==> src/rtl/mbgd_pkg.sv <==
// Shared definitions for the mini-batch gradient-descent controllers:
// sequencer state encoding and default datapath dimensions.
package mbgd_pkg;

  localparam int DEF_FW  = 3;
  localparam int DEF_IW  = 8;
  localparam int DEF_LAT = 8;
  localparam int DEF_CW  = 4;

  typedef enum logic [2:0] {
    ST_IDLE  = 3'd0,
    ST_ISSUE = 3'd1,
    ST_WAIT  = 3'd2,
    ST_WRITE = 3'd3,
    ST_DONE  = 3'd4
  } seq_state_e;

endpackage

==> src/rtl/mbgd_phase2_sequencer_if.sv <==
// Handshake, configuration and memory-control bundle between the training FSM,
// the phase-2 sequencer and the phase-2 datapath / theta register file.
interface mbgd_phase2_sequencer_if
  import mbgd_pkg::*;
#(
  parameter int FW = DEF_FW,
  parameter int IW = DEF_IW
);

  logic          start;
  logic          abort;
  logic [FW:0]   cfg_num_feat;
  logic [IW-1:0] cfg_num_iter;
  logic          p2_enable;
  logic [FW-1:0] col_idx;
  logic          teta_wr_en;
  logic [FW-1:0] teta_wr_addr;
  logic [IW-1:0] iter_idx;
  logic          busy;
  logic          done;

  modport master (
    output start, abort, cfg_num_feat, cfg_num_iter,
    input  p2_enable, col_idx, teta_wr_en, teta_wr_addr, iter_idx, busy, done
  );

  modport slave (
    input  start, abort, cfg_num_feat, cfg_num_iter,
    output p2_enable, col_idx, teta_wr_en, teta_wr_addr, iter_idx, busy, done
  );

endinterface

==> src/rtl/mbgd_lat_counter.sv <==
// Loadable up-counter that flags when it reaches LAT-1; used to time the
// enable window of a fixed-latency datapath.
module mbgd_lat_counter
  import mbgd_pkg::*;
#(
  parameter int CW  = DEF_CW,
  parameter int LAT = DEF_LAT
) (
  input  logic          clk,
  input  logic          resetn,
  input  logic          clr_i,
  input  logic          load_i,
  input  logic [CW-1:0] load_val_i,
  input  logic          en_i,
  output logic          tc_o
);

  logic [CW-1:0] cnt_q, cnt_d;

  always_comb begin
    cnt_d = cnt_q;
    if (clr_i)       cnt_d = '0;
    else if (load_i) cnt_d = load_val_i;
    else if (en_i)   cnt_d = cnt_q + CW'(1);
  end

  always_ff @(posedge clk or negedge resetn) begin
    if (!resetn) cnt_q <= '0;
    else         cnt_q <= cnt_d;
  end

  assign tc_o = (cnt_q == CW'(LAT - 1));

endmodule

==> src/rtl/mbgd_phase2_sequencer.sv <==
// Phase-2 theta-update sequencer: walks every feature column for the
// programmed number of iterations, windowing the datapath enable per column.
module mbgd_phase2_sequencer
  import mbgd_pkg::*;
#(
  parameter int FW  = DEF_FW,
  parameter int IW  = DEF_IW,
  parameter int LAT = DEF_LAT,
  parameter int CW  = DEF_CW
) (
  input  logic                     clk,
  input  logic                     resetn,
  mbgd_phase2_sequencer_if.slave   bus
);

  seq_state_e    state_q, state_d;
  logic [FW:0]   feat_q, feat_d;
  logic [IW-1:0] niter_q, niter_d;
  logic [FW-1:0] col_q, col_d;
  logic [IW-1:0] iter_q, iter_d;
  logic          p2_q, p2_d;
  logic          wr_q, wr_d;
  logic          busy_q, busy_d;
  logic          done_q, done_d;

  logic lat_clr, lat_load, lat_en, lat_tc;

  mbgd_lat_counter #(
    .CW  (CW),
    .LAT (LAT)
  ) u_lat (
    .clk        (clk),
    .resetn     (resetn),
    .clr_i      (lat_clr),
    .load_i     (lat_load),
    .load_val_i (CW'(1)),
    .en_i       (lat_en),
    .tc_o       (lat_tc)
  );

  always_comb begin
    state_d  = state_q;
    feat_d   = feat_q;
    niter_d  = niter_q;
    col_d    = col_q;
    iter_d   = iter_q;
    lat_clr  = 1'b0;
    lat_load = 1'b0;
    lat_en   = 1'b0;

    case (state_q)
      ST_IDLE: begin
        lat_clr = 1'b1;
        if (bus.start && !bus.abort) begin
          feat_d  = bus.cfg_num_feat;
          niter_d = bus.cfg_num_iter;
          col_d   = '0;
          iter_d  = '0;
          if (bus.cfg_num_feat == '0 || bus.cfg_num_iter == '0) state_d = ST_DONE;
          else                                                  state_d = ST_ISSUE;
        end
      end
      ST_ISSUE: begin
        lat_load = 1'b1;
        state_d  = ST_WAIT;
      end
      ST_WAIT: begin
        lat_en = 1'b1;
        if (lat_tc) state_d = ST_WRITE;
      end
      ST_WRITE: begin
        lat_clr = 1'b1;
        // Column compare is one bit wider so a full 2^FW feature set never wraps.
        if (({1'b0, col_q} + (FW+1)'(1)) < feat_q) begin
          col_d   = col_q + FW'(1);
          state_d = ST_ISSUE;
        end else if (iter_q < (niter_q - IW'(1))) begin
          col_d   = '0;
          iter_d  = iter_q + IW'(1);
          state_d = ST_ISSUE;
        end else begin
          state_d = ST_DONE;
        end
      end
      ST_DONE: begin
        col_d   = '0;
        iter_d  = '0;
        state_d = ST_IDLE;
      end
      default: begin
        col_d   = '0;
        iter_d  = '0;
        state_d = ST_IDLE;
      end
    endcase

    if (bus.abort && state_q != ST_IDLE) begin
      state_d  = ST_IDLE;
      col_d    = '0;
      iter_d   = '0;
      lat_clr  = 1'b1;
      lat_load = 1'b0;
      lat_en   = 1'b0;
    end
  end

  // Outputs are registered from the next state so they line up with it.
  always_comb begin
    p2_d   = (state_d == ST_ISSUE) || (state_d == ST_WAIT);
    wr_d   = (state_d == ST_WRITE);
    busy_d = (state_d != ST_IDLE);
    done_d = (state_d == ST_DONE);
  end

  always_ff @(posedge clk or negedge resetn) begin
    if (!resetn) begin
      state_q <= ST_IDLE;
      feat_q  <= '0;
      niter_q <= '0;
      col_q   <= '0;
      iter_q  <= '0;
      p2_q    <= 1'b0;
      wr_q    <= 1'b0;
      busy_q  <= 1'b0;
      done_q  <= 1'b0;
    end else begin
      state_q <= state_d;
      feat_q  <= feat_d;
      niter_q <= niter_d;
      col_q   <= col_d;
      iter_q  <= iter_d;
      p2_q    <= p2_d;
      wr_q    <= wr_d;
      busy_q  <= busy_d;
      done_q  <= done_d;
    end
  end

  assign bus.p2_enable    = p2_q;
  assign bus.teta_wr_en   = wr_q;
  assign bus.col_idx      = col_q;
  assign bus.teta_wr_addr = col_q;
  assign bus.iter_idx     = iter_q;
  assign bus.busy         = busy_q;
  assign bus.done         = done_q;

endmodule

==> src/flat_wrapper.sv <==
// flat-port wrapper written by rule: the top's interface ports become plain ports
module mbgd_phase2_sequencer_flat import mbgd_pkg::*;
#(
  parameter int FW  = DEF_FW,
  parameter int IW  = DEF_IW,
  parameter int LAT = DEF_LAT,
  parameter int CW  = DEF_CW
)
  (clk, resetn, bus_start, bus_abort, bus_cfg_num_feat, bus_cfg_num_iter, bus_p2_enable, bus_col_idx, bus_teta_wr_en, bus_teta_wr_addr, bus_iter_idx, bus_busy, bus_done);
  mbgd_phase2_sequencer_if #(.FW(FW), .IW(IW)) bus_i ();
  input  logic clk;
  input  logic resetn;
  input wire logic [$bits(bus_i.start)-1:0] bus_start;
  input wire logic [$bits(bus_i.abort)-1:0] bus_abort;
  input wire logic [$bits(bus_i.cfg_num_feat)-1:0] bus_cfg_num_feat;
  input wire logic [$bits(bus_i.cfg_num_iter)-1:0] bus_cfg_num_iter;
  output wire logic [$bits(bus_i.p2_enable)-1:0] bus_p2_enable;
  output wire logic [$bits(bus_i.col_idx)-1:0] bus_col_idx;
  output wire logic [$bits(bus_i.teta_wr_en)-1:0] bus_teta_wr_en;
  output wire logic [$bits(bus_i.teta_wr_addr)-1:0] bus_teta_wr_addr;
  output wire logic [$bits(bus_i.iter_idx)-1:0] bus_iter_idx;
  output wire logic [$bits(bus_i.busy)-1:0] bus_busy;
  output wire logic [$bits(bus_i.done)-1:0] bus_done;
  assign bus_i.start = bus_start;
  assign bus_i.abort = bus_abort;
  assign bus_i.cfg_num_feat = bus_cfg_num_feat;
  assign bus_i.cfg_num_iter = bus_cfg_num_iter;
  assign bus_p2_enable = bus_i.p2_enable;
  assign bus_col_idx = bus_i.col_idx;
  assign bus_teta_wr_en = bus_i.teta_wr_en;
  assign bus_teta_wr_addr = bus_i.teta_wr_addr;
  assign bus_iter_idx = bus_i.iter_idx;
  assign bus_busy = bus_i.busy;
  assign bus_done = bus_i.done;
  mbgd_phase2_sequencer #(.FW(FW), .IW(IW), .LAT(LAT), .CW(CW)) u_core (.clk(clk), .resetn(resetn), .bus(bus_i));
endmodule
==> config.mk <==
export PLATFORM = sky130hd
export DESIGN_NAME = mbgd_phase2_sequencer_flat
export DESIGN_NICKNAME = d
export VERILOG_FILES = /design/src/rtl/mbgd_pkg.sv /design/src/rtl/mbgd_phase2_sequencer_if.sv /design/src/rtl/mbgd_lat_counter.sv /design/src/rtl/mbgd_phase2_sequencer.sv /design/src/flat_wrapper.sv
export SDC_FILE = /design/constraint.sdc
export NUM_CORES = 1
export LEC_CHECK = 0
export ABC_AREA = 1
export BUFFER_PORTS_ARGS = -buffer_cell sky130_fd_sc_hd__buf_2
export CORE_ASPECT_RATIO = 0.7
export CORE_UTILIZATION = 45
export CTS_BUF_LIST = sky130_fd_sc_hd__clkbuf_2 sky130_fd_sc_hd__clkbuf_4 sky130_fd_sc_hd__clkbuf_8
export DETAILED_ROUTE_END_ITERATION = 7
export PLACE_DENSITY = 0.71
export SLEW_MARGIN = 0
export SYNTH_ARGS = -nofsm -noshare
export SYNTH_HDL_FRONTEND = slang
export SYNTH_SLANG_ARGS = --single-unit
==> constraint.sdc <==
create_clock -name clk -period 2.9 [get_ports clk]
set_input_delay 0.58 -clock clk [delete_from_list [all_inputs] [get_ports clk]]
set_output_delay 0.58 -clock clk [all_outputs]
set_load 0.02 [all_outputs]
==> results.toml, run 1 <==
[run_status]
status = "complete, but fails checks"
violations = "design-rule violations"

[synthesis]
ys.flop_type = "dfrtp_1"
synth-edff-count = 0
synth.distinct_cells = 36
synth_common_cells = "69 x nand2_1, 34 x dfrtp_1, 27 x inv_1"
yosysWarnings = 0
yosysTopAreaCell = "dfrtp_1"
synth_nets = 289
synth_top_area_frac = 0.4002
async_flop_share = 1.000
yosysMostFrequentCell = "nand2_1"
syn-cell-area_um2 = 2126
syn_inst = 259
syn_avg_cell_area_um2 = 8.208
ys_seq_area_frac = 0.4002
ys_ff_latch = 34
synth_area_leaders = "dfrtp_1 40%, nand2_1 12%, ha_1 8.2%"

[floorplanning]
start_util = 0.4799
die_y_um = 59.51
die_area_um2 = 5007
ios = 34
core.rowCount = 20
core_area_um2 = 4429
die_x_um = 84.15

[final_layout]
drive_gt1_frac = 0.2457
antenna_cells = 0
final_core_util = 0.5407
area_delta_synth_final_pct = 12.65
nets = 323

[setup_path]
rrSetupSlack_ns = 0.57
cp-start-kind = "flip-flop"
cp.arrival_ns = 2.51
critPathCaptureType = "flip-flop"
cp_max_fo = 16
critPathRequiredTime_ns = 3.08
critical_path_class = "reg2reg"

[timing]
final-setup-viol-count = 0
hold_violations = 0
relSlewSlack = 0.4880
fin_worst_skew_ns = 0.007845
rsz0062_at_grt = "no"
post-route-period-util = 0.8037
final.min_clock_period_ns = 2.331
slew_viol_final = 0
setup-tns-final_ns = 0
max_freq_ghz = 0.4290
max_slew.worst_pin.slew_ns = 0.7680

[pwr]
peakVddDrop_mv = 0.4314
power_leakage_nw = 1.267
p_per_area_nw_per_um2 = 765.7

[clock_network]
worstSkewPairLatency_ns = 0.29
clock_sinks = 34
clk_pin_slew_ns = 0.07
cts_resized = 0
h-tree-depth = 2
postCtsHoldBufs = 0
clock_path_buffers = 2
cts_root_buf = "clkbuf_8"
numCtsBuffers = 5
post-cts-setup-buffers = 0
cts_tree = "yes"

[routing]
wirelength_mm = 4.391
drt_iter0_drc = 62
post-route-drc-count = 2
drtPass1Iterations = 6
wl_per_cell_um = 12.62
drtAntennaViolNets = 0
vias = 1754
vias_per_cell = 5.040

[grt]
grt_max_degree = 35
grtUsageTotal = 0.2026
grt_overflow = 0
grt_first_pass_wirelength_mm = 7.741
first_global_vias = 1721
antenna_found_initial = 0

[placement]
hpwl_mm = 3.336
gp_congestion = 0.7508
io_buffers = 33

[run]
max_cap_viol_count = 0

[min_path]
hold_class = "in2async"
[layer usage]
layer | global-route usage | routed length (um) | up-vias
li1 | - | - | 905
met1 | 0.2639 | 2235 | 805
met2 | 0.3314 | 1872 | 35
met3 | 0.04875 | 208 | 9
met4 | 0.08128 | 75 | 0
met5 | 0 | 0 | -
[state kept, by name (all words and copies together), names as in the netlist]
signal	flops
u_core.bus.teta_wr_en	1
u_core.bus.col_idx	3
u_core.bus.busy	1
u_core.niter_q	8
u_core.bus.iter_idx	8
u_core.bus.done	1
u_core.state_q	3
u_core.feat_q	4
u_core.u_lat.cnt_q	4
u_core.bus.p2_enable	1
[critical path, stage by stage, from the launching register on]
cell and delay [ns]:
dfrtp_1 0.42, nor2_1 0.15, nand4_1 0.15, nor3_1 0.23, xnor2_1 0.15, ha_1 0.25
a21oi_1 0.14, o21a_1 0.13, nand2_1 0.07, nand2_1 0.11, nand3b_4 0.22, nand2_1 0.15
o21ai_2 0.05
[power by group]
group,leakage (nW),total [mW],internal [mW],switching (mW)
clock network,0.0438,0.330,0.161,0.169
registers,0.451,0.684,0.591,0.0930
logic,0.772,0.820,0.295,0.525
total,1.27,1.83,1.05,0.786
[cells by family after synthesis]
family | share of synthesized area
xor+xnor | 0.02884
simple gates | 0.3014
flops | 0.4002
fa+ha+maj | 0.08240
compound gates | 0.1030
buf+inv | 0.08417
[stage by stage]
| stage | std cells | total power [mW] | hold WS [ns] | instance area (um2) | worst slack, ns |
|---|---|---|---|---|---|
| 2_1_floorplan | 259 | 1.358 | 0.2844 | 2126 | 0.7956 |
| 3_3_place_gp | 341 | 1.489 | 0.4653 | 2316 | 0.6196 |
| 3_5_place_dp | 341 | 1.512 | 0.4676 | 2316 | 0.5811 |
| 4_1_cts | 348 | 1.855 | 0.3795 | 2395 | 0.5397 |
| 5_1_grt | 348 | 2.007 | 0.4222 | 2395 | 0.3174 |
| 6_report | 348 | 1.834 | 0.3592 | 2395 | 0.5692 |
[worst paths after layout]
| check | cells after the start | start | to |
|---|---|---|---|
| hold / removal | 1 | resetn | u_core.niter_q[1] |
| hold reg to reg | 2 | u_core.feat_q[0] | u_core.feat_q[0] |
| max in group asynchronous | 1 | resetn | u_core.feat_q[2] |
| setup / recovery | 12 | u_core.niter_q[3] | u_core.bus.iter_idx[4] |
| min in group clk | 2 | u_core.feat_q[0] | u_core.feat_q[0] |
| setup reg to reg | 12 | u_core.niter_q[3] | u_core.bus.iter_idx[4] |
[final cells by class]
type	count	area, um2
Timing Repair Buffer	34	172.7
Tap cell	55	68.82
Clock inverter	2	10.01
Inverter	34	127.6
Fill cell	408	2034
Clock buffer	5	68.82
Multi-Input combinational cell	184	1096
Sequential cell	34	850.8
[layout by cell type, fill, tap and decap left out, drive strengths merged]
| cell | netlist | final |
|---|---|---|
| o21a | 1 | 1 |
| o22ai | 1 | 1 |
| or2 | 4 | 4 |
| nand4 | 8 | 8 |
| nand3b | 2 | 2 |
| o31ai | 1 | 1 |
| a21o | 1 | 1 |
| inv | 34 | 34 |
| nor3b | 3 | 3 |
| o21bai | 1 | 1 |
| nand3 | 12 | 12 |
| o21ai | 22 | 22 |
| clkbuf | 1 | 5 |
| nor3 | 7 | 7 |
| dfrtp | 34 | 34 |
| a21oi | 7 | 7 |
| nand2 | 75 | 75 |
| ha | 14 | 14 |
| buf | 6 | 34 |
| xnor2 | 3 | 3 |
| o211ai | 1 | 1 |
| clkinv | 0 | 2 |
| xor2 | 4 | 4 |
| nor2 | 17 | 17 |
(Power assumes the default switching activity.)
==> inputs of run 2 (changes only) <==
PLACE_DENSITY = 0.73   (was 0.71)
clock period = 2.1 ns   (was 2.9 ns; I/O delays follow)
==> results.toml, run 2 (synthesis results as in run 1) <==
[run_status]
status = "complete, but fails checks"
violations = "design-rule violations, negative setup slack"

[grt]
antenna_found_initial = 0
grt_max_degree = 35
grt_overflow = 0
grtUsageTotal = 0.2082
grt_first_pass_wirelength_mm = 7.879
first_global_vias = 1695

[floorplanning]
start_util = 0.4799
core_area_um2 = 4429
die_area_um2 = 5007
die_y_um = 59.51
die_x_um = 84.15
core.rowCount = 20
ios = 34

[routing]
vias = 1814
drtAntennaViolNets = 0
drtPass1Iterations = 6
wl_met2_mm = 1.978
wl_per_cell_um = 12.71
drt_iter0_drc = 99
drt-met1-wl_mm = 2.339
wl_met3_um = 199
routed.top_layer = "met4"
vias_per_cell = 5.039
wirelength_mm = 4.574
post-route-drc-count = 2

[clock_network]
clk_pin_slew_ns = 0.07
clock_sinks = 34
clock_path_buffers = 2
numCtsBuffers = 5
worstSkewPairLatency_ns = 0.29
cts_root_buf = "clkbuf_8"
h-tree-depth = 2
cts_tree = "yes"

[placement]
gp_congestion = 0.7630
postPlaceCellArea_um2 = 2381
hpwl_mm = 3.361
io_buffers = 33
dp_worst_setup_slack_ns = -0.1776

[timing]
relSlewSlack = 0.4893
rsz0062_at_grt = "yes"
final-setup-viol-count = 11
final.min_clock_period_ns = 2.211
hold_violations = 0
post-route-period-util = 1.053
max_freq_ghz = 0.4523
slew_viol_final = 0
setup-tns-final_ns = -0.8649
fin_worst_skew_ns = 0.003689
finalWorstSetupSlack_ns = -0.1111
max_slew.worst_pin.slew_ns = 0.7661

[pwr]
p_int_mw = 1.705
p_per_area_nw_per_um2 = 1132
p_comb_frac = 0.473
power.total_mw = 2.923
sequentialPowerShare = 0.320
power_leakage_nw = 1.363
p_clk_frac = 0.207
peakVddDrop_mv = 0.6145
p_sw_mw = 1.218
p_sw_frac = 0.4168

[setup_path]
critPathCaptureType = "flip-flop"
critical_path_class = "reg2reg"
cp_max_fo = 8
cp-start-kind = "flip-flop"
critPathRequiredTime_ns = 2.29
cp.arrival_ns = 2.40

[min_path]
hold_class = "in2async"

[final_layout]
area_delta_synth_final_pct = 21.42
antenna_cells = 0
drive_gt1_frac = 0.3443
final_core_util = 0.5828
fin_area_um2 = 2581
layout_commonest_cell = "nand2_1"
nets = 334
layout_common_cells = "56 x nand2_1, 34 x dfrtp_1, 33 x buf_2"

[run]
max_cap_viol_count = 0
## run 2: cell count changes in the layout (fill, tap and decap cells not counted), sizes merged
cell / change
buf: +10
nand3b: +1
bufinv: +1
## run 2: area by class of cell
cell class,instances,area [um2]
fill,392,1848
clock buffer,5,68.82
clock inverter,3,40.04
inverter,34,127.6
sequential,34,850.8
timing repair buffer,44,247.7
tap,55,68.82
multi-input combinational,185,1177
## run 2: repair_timing
item	CTS	global route
cloned	1	0
endpoints found under the setup margin	14	17
pin swaps	0	13
buffers inserted	0	2
resized for setup	9	13
hold buffers	0	0
## run 2: metrics by stage
step	hold WS (ns)	std cells
after CTS	0.2202	358
after detailed placement	0.4712	349
after floorplan	0.1244	259
after global placement	0.4648	349
final	0.1940	360
after global routing	0.2592	360
## run 2: path summary, 6_finish.rpt
check	startpoint	end	slack, ns	depth (start not counted)
max	u_core.niter_q[2]	u_core.bus.iter_idx[1]	-0.11	12
min	resetn	u_core.bus.iter_idx[3]	0.19	1
max reg2reg	u_core.niter_q[2]	u_core.bus.iter_idx[1]	-0.11	12
min reg2reg	u_core.feat_q[0]	u_core.feat_q[0]	0.48	2
max in group asynchronous	resetn	u_core.state_q[1]	1.42	1
min in group clk	bus_cfg_num_iter[3]	u_core.niter_q[3]	0.34	3
## run 2: layer usage
metal  up-vias  GRT usage
met4         0    0.06897
met5         -          0
met2        49     0.3361
met3         4    0.04178
li1        932          -
met1       829     0.2850
## run 2: power by group through the flow
stage                     Combinational (mW)  Sequential (mW)  Clock, mW
after detailed placement                1.26            0.939          0
after global placement                  1.23            0.934          0
after global routing                    1.54            0.955      0.641
after floorplan                        0.918            0.963          0
final                                   1.38            0.936      0.605
after CTS                               1.33            0.933      0.615
## run 2: critical path: stages (launching register included)
cell and delay (ns):
dfrtp_1 0.39, nor2_2 0.13, nand4_1 0.15, buf_4 0.18
xor2_1 0.14, ha_1 0.31, a21oi_2 0.14, o21a_1 0.13
nand2_2 0.09, nand2_4 0.11, nand3b_4 0.17, nand2_2 0.12
o21ai_2 0.05
